## src/rtl/cpu_pkg.sv

```systemverilog
// Shared CPU definitions: fetch-stage states, reset PC default and instruction
// field positions used by both the fetch stage and the decode control unit.
package cpu_pkg;

    localparam int INSTR_W = 32;
    localparam logic [31:0] RESET_PC_DEFAULT = 32'h0000_0000;
    localparam logic [INSTR_W-1:0] NOP = 32'h0000_0000;

    // Opcode field of an instruction word, decoded by the control unit.
    localparam int OPC_MSB = 31;
    localparam int OPC_LSB = 26;

    typedef enum logic [1:0] {
        FETCH = 2'd0,
        HOLD  = 2'd1,
        DROP  = 2'd2
    } fetch_state_t;

endpackage

```

## src/rtl/next_pc_sel.sv

```systemverilog
// Next-PC priority selection: sequential PC+4, EX-stage branch target and
// ID-stage jump target, plus the flag telling the fetch stage to redirect.
module next_pc_sel
    import cpu_pkg::*;
#(
    parameter int ADDR_W = 32
) (
    input  logic [ADDR_W-1:0] pc,
    input  logic [ADDR_W-1:0] id_pc4,
    input  logic              branch_taken,
    input  logic [ADDR_W-1:0] branch_target,
    input  logic              jump,
    input  logic [25:0]       jump_index,
    input  logic              id_valid,
    input  logic              stall,
    output logic [ADDR_W-1:0] pc_plus4,
    output logic [ADDR_W-1:0] redirect_pc,
    output logic              redirect
);

    logic jump_go;

    // A branch resolved in EX is older than the jump in ID, so it wins.
    always_comb begin
        pc_plus4    = pc + ADDR_W'(4);
        jump_go     = jump && id_valid && !stall && !branch_taken;
        redirect    = branch_taken || jump_go;
        redirect_pc = {id_pc4[ADDR_W-1:28], jump_index, 2'b00};
        if (branch_taken) begin
            redirect_pc = {branch_target[ADDR_W-1:2], 2'b00};
        end
    end

endmodule

```

## src/rtl/instr_fetch_stage.sv

```systemverilog
// Instruction fetch stage: owns the PC, keeps one request outstanding to
// instruction memory and fills the IF/ID register with a one-entry skid buffer.
module instr_fetch_stage
    import cpu_pkg::*;
#(
    parameter int                ADDR_W   = 32,
    parameter logic [ADDR_W-1:0] RESET_PC = RESET_PC_DEFAULT
) (
    input  logic              clk,
    input  logic              rst_n,
    output logic              imem_req,
    output logic [ADDR_W-1:0] imem_addr,
    input  logic              imem_ack,
    input  logic [31:0]       imem_rdata,
    input  logic              stall,
    input  logic              branch_taken,
    input  logic [ADDR_W-1:0] branch_target,
    input  logic              jump,
    input  logic [25:0]       jump_index,
    output logic [ADDR_W-1:0] pc,
    output logic              id_valid,
    output logic [31:0]       id_instr,
    output logic [ADDR_W-1:0] id_pc4
);

    fetch_state_t        state_q, state_d;
    logic [ADDR_W-1:0]   pc_q, pc_d;
    logic [ADDR_W-1:0]   drop_addr_q, drop_addr_d;
    logic                id_valid_q, id_valid_d;
    logic [INSTR_W-1:0]  id_instr_q, id_instr_d;
    logic [ADDR_W-1:0]   id_pc4_q, id_pc4_d;
    logic [INSTR_W-1:0]  skid_instr_q, skid_instr_d;
    logic [ADDR_W-1:0]   skid_pc4_q, skid_pc4_d;

    logic                handshake;
    logic                redirect;
    logic [ADDR_W-1:0]   redirect_pc;
    logic [ADDR_W-1:0]   pc_plus4;

    next_pc_sel #(.ADDR_W(ADDR_W)) u_next_pc_sel (
        .pc            (pc_q),
        .id_pc4        (id_pc4_q),
        .branch_taken  (branch_taken),
        .branch_target (branch_target),
        .jump          (jump),
        .jump_index    (jump_index),
        .id_valid      (id_valid_q),
        .stall         (stall),
        .pc_plus4      (pc_plus4),
        .redirect_pc   (redirect_pc),
        .redirect      (redirect)
    );

    // While DROP waits out a wrong-path response the pc register already holds
    // the new target, so the bus keeps presenting the old address.
    assign imem_req  = rst_n && (state_q != HOLD);
    assign imem_addr = (state_q == DROP) ? drop_addr_q : pc_q;
    assign handshake = imem_req && imem_ack;

    always_comb begin
        state_d      = state_q;
        pc_d         = pc_q;
        drop_addr_d  = drop_addr_q;
        id_valid_d   = id_valid_q;
        id_instr_d   = id_instr_q;
        id_pc4_d     = id_pc4_q;
        skid_instr_d = skid_instr_q;
        skid_pc4_d   = skid_pc4_q;

        if (redirect) begin
            pc_d       = redirect_pc;
            id_valid_d = 1'b0;
            unique case (state_q)
                FETCH: begin
                    if (!handshake) begin
                        state_d     = DROP;
                        drop_addr_d = pc_q;
                    end
                end
                HOLD:    state_d = FETCH;
                DROP:    state_d = handshake ? FETCH : DROP;
                default: state_d = FETCH;
            endcase
        end else begin
            unique case (state_q)
                FETCH: begin
                    if (handshake) begin
                        pc_d = pc_plus4;
                        if (!stall || !id_valid_q) begin
                            id_valid_d = 1'b1;
                            id_instr_d = imem_rdata;
                            id_pc4_d   = pc_plus4;
                        end else begin
                            skid_instr_d = imem_rdata;
                            skid_pc4_d   = pc_plus4;
                            state_d      = HOLD;
                        end
                    end else if (!stall) begin
                        id_valid_d = 1'b0;
                    end
                end
                HOLD: begin
                    if (!stall) begin
                        id_valid_d = 1'b1;
                        id_instr_d = skid_instr_q;
                        id_pc4_d   = skid_pc4_q;
                        state_d    = FETCH;
                    end
                end
                DROP: begin
                    if (!stall) begin
                        id_valid_d = 1'b0;
                    end
                    if (handshake) begin
                        state_d = FETCH;
                    end
                end
                default: state_d = FETCH;
            endcase
        end
    end

    always_ff @(posedge clk) begin
        if (!rst_n) begin
            state_q      <= FETCH;
            pc_q         <= RESET_PC;
            drop_addr_q  <= RESET_PC;
            id_valid_q   <= 1'b0;
            id_instr_q   <= NOP;
            id_pc4_q     <= '0;
            skid_instr_q <= NOP;
            skid_pc4_q   <= '0;
        end else begin
            state_q      <= state_d;
            pc_q         <= pc_d;
            drop_addr_q  <= drop_addr_d;
            id_valid_q   <= id_valid_d;
            id_instr_q   <= id_instr_d;
            id_pc4_q     <= id_pc4_d;
            skid_instr_q <= skid_instr_d;
            skid_pc4_q   <= skid_pc4_d;
        end
    end

    assign pc       = pc_q;
    assign id_valid = id_valid_q;
    assign id_instr = id_instr_q;
    assign id_pc4   = id_pc4_q;

endmodule

```

## config.mk

```make
export PLATFORM = sky130hd
export DESIGN_NAME = instr_fetch_stage
export DESIGN_NICKNAME = d
export VERILOG_FILES = /design/src/rtl/cpu_pkg.sv /design/src/rtl/next_pc_sel.sv /design/src/rtl/instr_fetch_stage.sv
export SDC_FILE = /design/constraint.sdc
export NUM_CORES = 1
export LEC_CHECK = 0
export BUFFER_PORTS_ARGS = -buffer_cell sky130_fd_sc_hd__clkbuf_2
export CAP_MARGIN = 25
export CORE_ASPECT_RATIO = 2
export CORE_MARGIN = 5
export CORE_UTILIZATION = 30
export DETAILED_ROUTE_END_ITERATION = 6
export GPL_TIMING_DRIVEN = 0
export PLACE_DENSITY_LB_ADDON = 0.2
export SKIP_CTS_REPAIR_TIMING = 1
export SYNTH_ARGS = -nofsm -noshare
export SYNTH_HDL_FRONTEND = slang
export SYNTH_HIERARCHICAL = 1
export SYNTH_SLANG_ARGS = --single-unit
```

## constraint.sdc

```tcl
create_clock -name clk -period 4.7 [get_ports clk]
set_input_delay 0.705 -clock clk [delete_from_list [all_inputs] [get_ports clk]]
set_output_delay 0.705 -clock clk [all_outputs]
set_load 0.02 [all_outputs]
```

==> metrics <==
clock buffer depth=2; num rows=93; footprint of the multi-input gates=5319 sq um; IO Pins=226; Post-Layout Inst Area=11980 sq um; initial antenna violation count=1; TritonRoute pass-1 iters=5; CTS H-Tree Depth=4; area of the mapped netlist=9751 sq um; Final Util=37.18%; die width=137.5 microns; Placer Congestion=0.8031; worst setup path endpoint=drop_addr_q[28]; Seq/Total Area, Yosys=40.04%; WP data arrival=3.61 ns; CTS clk-pin slew, worst paths=0.07 ns; Peak VDD IR=0.2642 mV; Critical Path Fanout Max=10; reg2reg path depth=7; global-route wire length before repair=47900 microns; Nets=1418; DR WL/cell=18.04 microns; Fillers=3363; Hold Fails Final Rpt=0; Post-synth top cells=nand2_1 (296), dfxtp_1 (195), a21boi_1 (97), mux2i_1 (97), o221a_1 (64); Fmax=306.1 MHz; vias in the first global route=8548; Starting DRT DRC Count=351; Top Layer Used=met5; Sequential Area=3904 sq um; starting density of the core=30.25%; Via density=4.770; count of cell types in the netlist=43; DRC violations left=0; layout cell share with drive strength beyond 1=28.32%; clk_skew=0.01382 ns; yosys warns=6; CP required=5.05 ns; I/O Buffers=222; worst reg2reg path endpoint=drop_addr_q[28]; HP Class=register to register; RSZ-0062 raised after global routing=false; antenna viol nets, final=0; most numerous cell in the Yosys netlist=nand2_1; Routed WL=31720 microns; largest net degree at the start of global routing=19; clock sinks=195; Post-Route Setup TNS=0 ns; Antenna diodes=0; R2R Setup Slk=1.77 ns; clock tree from TritonCTS=built; max-cap violations=0; area post-placement=11400 sq um; Area contributors post-synth=dfxtp_1 (40%), nand2_1 (11%), mux2i_1 (10%); Syn Area/Cell=9.062 sq um; power per cell area=332.6 nW/um^2; area grow syn2layout=22.91%; Main synth FF type=dfxtp_1; critical path, cell by cell=clkbuf_2, buf_1, o21bai_1, clkbuf_1, nand3_1, clkbuf_1, nand2_1, a21boi_1; worst r2r src=id_valid; fraction of registers with async set/reset=0%; Yosys top cell area share=40.04%; chip height=265.0 microns; Worst Setup SP=branch_taken; Synth Instances=1076; met2 routed WL=18030 microns; status=finished, final reports clean; post-detail-place hpwl=24950 microns; Pleak=4.925 nW; Worst setup EP type=register; Core ar.=32230 sq um; CTS root buffer=clkbuf_16; final worst-path cycle share=69.52%; wire length on met1=11710 microns; flops & latches, synth=195; CP startpoint kind=input pin; wire length on met3=989 microns; critical path's slowest cell=buf_1; Vias=8385; Synth area leader=dfxtp_1; CTS Buf Count=17; slowest stage delay, CP=0.58 ns; die area=36430 sq um; Setup Crit Path Kind=input pin to register; GRT Overall Usage=17.35%; Overflow after GRT=0; Post-synth EDFFs=0; Slew Limit Headroom=47.92%; Hold Slack=0.4516 ns; fin. max-slew vios=0; most used cell along the critical path=clkbuf_1; Worst-Margin Slew=0.7812 ns; final setup violation count=0; clk_lat worst skew=0.46 ns; Final min period=3.267 ns
## placed cells by master (no fill, tap or decap), types with 2 or more instances in the layout
master	Yosys	layout
a21boi_1	97	97
a21oi_1	2	2
and2_1	34	34
and3_1	4	4
buf_1	3	3
buf_2	35	35
buf_4	16	16
buf_6	7	7
clkbuf_1	33	33
clkbuf_16	0	17
clkbuf_2	0	222
clkinvlp_4	0	4
conb_1	1	2
dfxtp_1	195	195
ha_1	4	4
inv_1	6	6
inv_6	0	6
mux2_1	2	2
mux2_2	60	60
mux2i_1	97	97
nand2_1	296	296
nand3_1	15	15
nand4_1	10	10
nand4_2	2	2
nor2_1	9	9
nor2b_1	3	3
nor3_1	2	2
o21ai_1	35	35
o221a_1	64	64
xnor2_1	20	20
xor2_1	8	8
## power by group
| group | total [mW] | internal, mW | switching (mW) |
|---|---|---|---|
| clock network | 1.49 | 0.762 | 0.726 |
| logic | 0.691 | 0.277 | 0.414 |
| registers | 1.81 | 1.73 | 0.0801 |
## cells by family (layout without fill, tap and decap cells)
logic type               count (synthesis)  in the layout  synth area share (%)
AND/OR/NAND/NOR                        384            384                 17.02
AO/OA/AOI/OAI                          205            205                 17.31
flip-flops                             195            195                 40.04
multiplexers                           159            159                 17.12
buffers and inverters                  100            354                 5.454
XOR/XNOR                                28             28                 2.515
adder cells (fa/ha/maj)                  4              4                0.5133
other                                    1              2               0.03846
## metal layers
metal	vias up	global-route usage, %
li1	4222	-
met1	3935	17.41
met2	183	34.03
met3	43	2.583
met4	2	7.532
met5	-	0
## registers in the layout, indices dropped and copies added (netlist names)
register      flops
id_instr         32
state_q           2
id_pc4           32
id_valid          1
drop_addr_q      32
skid_instr_q     32
pc               32
skid_pc4_q       32
## stage by stage
step	setup WS (ns)	cells	total power [mW]
global placement	0.9338	1726	2.546
detailed placement	0.9214	1726	2.551
global route	1.325	1758	4.163
finish	1.433	1758	3.986
floorplan	2.298	1077	2.270
CTS	1.340	1758	4.047
## critical path: cells and delay by family
kind            cells  cell delay, ns
compound gates      2            0.52
buf+inv             4            1.73
simple gates        2            0.65
## cell type report
cell class | count | share of cell area, %
Clock buffer | 18 | 3.665
Inverter | 6 | 0.1879
Buffer | 94 | 4.249
Clock inverter | 14 | 1.211
Tap cell | 427 | 4.458
Timing Repair Buffer | 222 | 9.271
Multi-Input combinational cell | 782 | 44.38
Sequential cell | 195 | 32.57
## worst min-delay path by stage
stage	from	to	cells after the start
2_1_floorplan	drop_addr_q[10]	drop_addr_q[10]	2
3_3_place_gp	drop_addr_q[11]	drop_addr_q[11]	2
3_5_place_dp	drop_addr_q[14]	drop_addr_q[14]	2
4_1_cts	imem_rdata[19]	skid_instr_q[19]	3
5_1_grt	imem_rdata[19]	skid_instr_q[19]	3
6_report	drop_addr_q[23]	drop_addr_q[23]	2
Power figures use the tool's default switching activity.
